<file path="src/rtl/sort_job_seq.sv">
// sort_job_seq: runs one sort job over the engine host bus (load, start, poll, unload); SORT_SEQ_TIMEOUT_EN adds a poll timeout
module sort_job_seq #(
    parameter int          MM          = 256,
    parameter int          MN          = 32,
    parameter int          MW          = 8,
    parameter logic [31:0] MEM_BASE    = 32'h0000_0000,
    parameter logic [31:0] NUM_ADDR    = 32'h0000_0400,
    parameter logic [31:0] START_ADDR  = 32'h0000_0404,
    parameter logic [31:0] STATUS_ADDR = 32'h0000_0408,
    parameter int          POLL_LIMIT  = 65535
) (
    input  logic          clk,
    input  logic          reset_n,
    input  logic          job_start,
    input  logic [MW:0]   job_num,
    input  logic          in_valid,
    output logic          in_ready,
    input  logic [MN-1:0] in_data,
    output logic          out_valid,
    input  logic          out_ready,
    output logic [MN-1:0] out_data,
    output logic          job_busy,
    output logic          job_done,
    output logic          job_err,
    output logic          En,
    output logic          Wr,
    output logic [31:0]   Addr,
    output logic [31:0]   WrData,
    input  logic [31:0]   Data
);
    localparam logic [3:0] IDLE       = 4'd0;
    localparam logic [3:0] LOAD       = 4'd1;
    localparam logic [3:0] WNUM       = 4'd2;
    localparam logic [3:0] WSTART     = 4'd3;
    localparam logic [3:0] POLL_RD    = 4'd4;
    localparam logic [3:0] POLL_CHK   = 4'd5;
    localparam logic [3:0] UNLOAD_RD  = 4'd6;
    localparam logic [3:0] UNLOAD_CAP = 4'd7;
    localparam logic [3:0] UNLOAD_OUT = 4'd8;
    localparam logic [3:0] DONE       = 4'd9;

    logic [3:0]    state_q, state_d;
    logic [MW:0]   idx_q, idx_d, cnt_q, cnt_d;
    logic [MN-1:0] out_data_q, out_data_d;
    logic          err_q, err_d;
    logic [MW:0]   idx_inc;
    logic [31:0]   mem_addr;
    logic          bad_num, load_wr, timeout;

    assign idx_inc  = idx_q + (MW+1)'(1);
    assign mem_addr = MEM_BASE + (32'(idx_q) << 2);
    assign bad_num  = job_num == '0 || 32'(job_num) > MM;
    assign load_wr  = state_q == LOAD && in_valid;

`ifdef SORT_SEQ_TIMEOUT_EN
    logic [31:0] poll_q, poll_d;
    assign timeout = poll_q >= 32'(POLL_LIMIT);
    // poll counter restarts with each engine start and counts status reads
    always_comb poll_d = state_q == WSTART ? 32'h0 : state_q == POLL_RD ? poll_q + 32'h1 : poll_q;
    // poll counter register
    always_ff @(posedge clk or negedge reset_n) begin
        if (!reset_n) poll_q <= 32'h0;
        else          poll_q <= poll_d;
    end
`else
    assign timeout = 1'b0;
`endif

    assign in_ready  = state_q == LOAD;
    assign out_valid = state_q == UNLOAD_OUT;
    assign out_data  = out_data_q;
    assign job_busy  = state_q != IDLE;
    assign job_done  = state_q == DONE;
    assign job_err   = err_q;

    // host bus decode: only bus-owning states drive En, everything else idles at zero
    always_comb begin
        En     = load_wr || state_q == WNUM || state_q == WSTART || state_q == POLL_RD || state_q == UNLOAD_RD;
        Wr     = load_wr || state_q == WNUM || state_q == WSTART;
        Addr   = load_wr || state_q == UNLOAD_RD ? mem_addr :
                 state_q == WNUM ? NUM_ADDR : state_q == WSTART ? START_ADDR :
                 state_q == POLL_RD ? STATUS_ADDR : 32'h0;
        WrData = load_wr ? 32'(in_data) : state_q == WNUM ? 32'(cnt_q) : state_q == WSTART ? 32'h1 : 32'h0;
    end

    // job sequencing; read data is consumed in the cycle after each read
    always_comb begin
        state_d    = state_q;
        idx_d      = idx_q;
        cnt_d      = cnt_q;
        err_d      = err_q;
        out_data_d = out_data_q;
        case (state_q)
            IDLE: if (job_start) begin
                cnt_d   = job_num;
                idx_d   = '0;
                err_d   = bad_num;
                state_d = bad_num ? DONE : LOAD;
            end
            LOAD: if (in_valid) begin
                idx_d   = idx_inc;
                state_d = idx_inc == cnt_q ? WNUM : LOAD;
            end
            WNUM:     state_d = WSTART;
            WSTART:   state_d = POLL_RD;
            POLL_RD:  state_d = POLL_CHK;
            POLL_CHK: begin
                state_d = Data[0] ? (timeout ? DONE : POLL_RD) : Data[1] ? DONE : UNLOAD_RD;
                err_d   = Data[0] ? timeout : Data[1];
                idx_d   = '0;
            end
            UNLOAD_RD:  state_d = UNLOAD_CAP;
            UNLOAD_CAP: begin
                out_data_d = Data[MN-1:0];
                state_d    = UNLOAD_OUT;
            end
            UNLOAD_OUT: if (out_ready) begin
                idx_d   = idx_inc;
                state_d = idx_inc == cnt_q ? DONE : UNLOAD_RD;
            end
            DONE:    state_d = IDLE;
            default: state_d = IDLE;
        endcase
    end

    // state and datapath registers, cleared asynchronously so a reset aborts any job
    always_ff @(posedge clk or negedge reset_n) begin
        if (!reset_n) begin
            state_q    <= IDLE;
            idx_q      <= '0;
            cnt_q      <= '0;
            err_q      <= 1'b0;
            out_data_q <= '0;
        end else begin
            state_q    <= state_d;
            idx_q      <= idx_d;
            cnt_q      <= cnt_d;
            err_q      <= err_d;
            out_data_q <= out_data_d;
        end
    end
endmodule

</file>
<file path="config.mk">
export PLATFORM = sky130hd
export DESIGN_NAME = sort_job_seq
export DESIGN_NICKNAME = d
export VERILOG_FILES = /design/src/rtl/sort_job_seq.sv
export SDC_FILE = /design/constraint.sdc
export NUM_CORES = 1
export LEC_CHECK = 0
export CAP_MARGIN = 20
export CELL_PAD_IN_SITES_DETAIL_PLACEMENT = 1
export CELL_PAD_IN_SITES_GLOBAL_PLACEMENT = 1
export CORE_ASPECT_RATIO = 0.9
export CORE_MARGIN = 8
export CORE_UTILIZATION = 48
export DETAILED_ROUTE_END_ITERATION = 10
export DONT_BUFFER_PORTS = 1
export MAX_ROUTING_LAYER = met4
export PLACE_DENSITY_LB_ADDON = 0.12
export SYNTH_ARGS = -nofsm -noshare
export SYNTH_HDL_FRONTEND = slang
export SYNTH_SLANG_ARGS = --single-unit
</file>
<file path="constraint.sdc">
create_clock -name clk -period 2.9 [get_ports clk]
set_input_delay 0.725 -clock clk [delete_from_list [all_inputs] [get_ports clk]]
set_output_delay 0.725 -clock clk [all_outputs]
set_load 0.03 [all_outputs]
</file>
==> metrics <==
Top FF cell, synth=dfrtp_1; clk root buf=clkbuf_8; Worst Setup Path Type=reg -> out; die area=0.00987 sq mm; Pwr per Cell Area=1090 mW/mm^2; overall power=0.00374 W; Layout fillers=781; htree depth=2; Hold WC Path Type=in -> async; Reg2Reg Setup Slack=560 ps; yosys warns=0; chip width=104 microns; CTS max path bufs=2; largest cells by area after synthesis=dfrtp_1 41%, mux2_2 14%, buf_4 5.9%, and3_1 4.5%, o21ai_0 2.6%; Seq/Total Area, Yosys=41.3%; ratio of cells with drive above 1 in the final layout=21.7%; DR WL/cell=23.0 microns; mean post-synth cell area=10.0 sq um; total core area=0.00689 sq mm; Post-DP Area=0.00333 sq mm; Hold Slack=81.3 ps; Worst Max-Slew Pin Slew=643 ps; top-area cell type share of the netlist area=41.3%; clock latency on the worst-skew pair=330 ps; Crit. End Element=output pin; area delta synth->final=2.96%; first-pass GRT wire length=14900 microns; unrepaired setup endpoints after global routing=false; Initial Util=48.4%; crit path time final=2720 ps; post-synth cell types=59; mean number of vias per cell=5.93; commonest non-fill, non-tap cell in the layout=dfrtp_1; startpoint types=flip-flop; Critical Path AT=2000 ps; HPWL after detailed placement=7460 microns; Req. time, crit path=2170 ps; status=completed; number of antenna diodes=0; Max rail drop VDD=467 uV; vias=2465; port bufs=0; hold buffer count at cts=0; Final Skew=16.8 ps; flops & latches, synth=55; io pins=181; First-pass DRT Iterations=4; CTS clock-pin slew for the worst setup and hold paths=120 ps; final core occ=49.8%; ANT nets after route=0; Mapped Cells=332; largest net degree at the start of global routing=56; Final Hold Fails=0; row cnt=29; post-CTS setup buffer count=0; Max Fclk=0.367 GHz; Crit Path Max Fanout=9; gpl congestion=0.819; post-synthesis cell area=0.00333 sq mm; Setup TNS=0 ps; CTS Sinks=55; drt total wl=9550 microns; fin. max-slew vios=0; residual DRC count=0; Max-slew headroom=57.0%; vias in the first global route=2605; CTS tree=yes; Num CTS Buffers=5; drt first-iter violations=131; total congestion overflow=0; asr flop ratio synth=100%; Design Area, Final=0.00343 sq mm; max-cap violation count=0; largest area contributor in the netlist=dfrtp_1; total track usage=19.3%; most frequent cells in the layout=54 x dfrtp_1, 40 x mux2_2, 24 x and3_1; initial antenna violation count=0; setup violators final=0; die height=95.1 microns; Pleak=1.49 nW; EDFF count, synth=0; Nets=401; Final Cycle Share=93.9%
## registers in the layout, summed over array words and instances, names as in the netlist
signal / cells
out_data: 32
cnt_q: 9
idx_q: 9
state_q: 4
job_err: 1
## layout make-up
cell class	instances	area, sq um	area share (%)
inverters	6	22.5	0.656
multi-input cells	246	1750	50.9
clock buffers	5	68.8	2.00
clock inverters	3	27.5	0.802
repair buffers	8	72.6	2.11
well taps	93	116	3.39
flip-flops and latches	55	1380	40.1
## path summary, 6_finish.rpt
| check | from | cells after the start | to |
|---|---|---|---|
| worst max-delay path | state_q[0] | 5 | Addr[7] |
| worst min-delay path | reset_n | 0 | state_q[3] |
| worst max register to register | state_q[2] | 6 | idx_q[6] |
| worst min register to register | idx_q[7] | 1 | idx_q[7] |
| max in group asynchronous | reset_n | 0 | idx_q[1] |
| min in group clk | Data[2] | 1 | out_data[2] |
## power breakdown
group / total [W] / switching [W] / internal, W
Combinational: 0.00170 / 0.00111 / 0.000598
Clock: 0.000467 / 0.000287 / 0.000180
Sequential: 0.00157 / 0.000579 / 0.000994
Total: 0.00374 / 0.00197 / 0.00177
## worst max-delay path, cell delays in order (launching register included)
cell	delay (ps)
dfrtp_1	540
nand2b_1	210
nor2_1	210
a22oi_1	140
nor2_4	220
and2_1	350
## cells by family after synthesis
group,count (synthesis),share of synthesized area (%)
compound gates,67,14.4
mux,42,14.1
simple gates,103,17.9
other cells,1,0.112
xor+xnor,10,2.63
fa+ha+maj,1,0.375
buf+inv,53,9.23
flops,55,41.3
## routing by layer
layer | vias to the layer above | wire, microns | GRT usage [%] | part of all wire (%)
li1 | 1124 | - | - | -
met1 | 1221 | 3940 | 22.7 | 41
met2 | 111 | 4690 | 31.3 | 49
met3 | 9 | 834 | 6.76 | 8.7
met4 | 0 | 85 | 4.69 | 0.89
met5 | - | 0 | - | 0
## synthesized netlist by cell type, types with 3 or more instances
library cell and number:
a31oi_1 5, nor2_1 15, nand4_1 3, nor4_1 3, mux2_2 40, a21oi_1 8
o31ai_1 5, nor2b_1 5, and2_1 9, xnor2_1 9, clkbuf_1 16, and3_1 24
inv_1 5, buf_4 26, dfrtp_1 55, nand3_1 9, nand2_1 12, o21ai_0 17
nand2b_1 7, a22o_1 8, a21o_1 4
## metrics by stage
step | cells | setup WS, ps
2_1_floorplan | 354 | 277
3_3_place_gp | 408 | 385
3_5_place_dp | 408 | 348
4_1_cts | 416 | 97.8
5_1_grt | 416 | 16.7
6_report | 416 | 178
## repair_timing
item / 4_1_cts / 5_1_grt
setup endpoints to repair: 3 / 7
resized for setup: 1 / 3
pin swaps: 0 / 0
(Power assumes the default switching activity.)
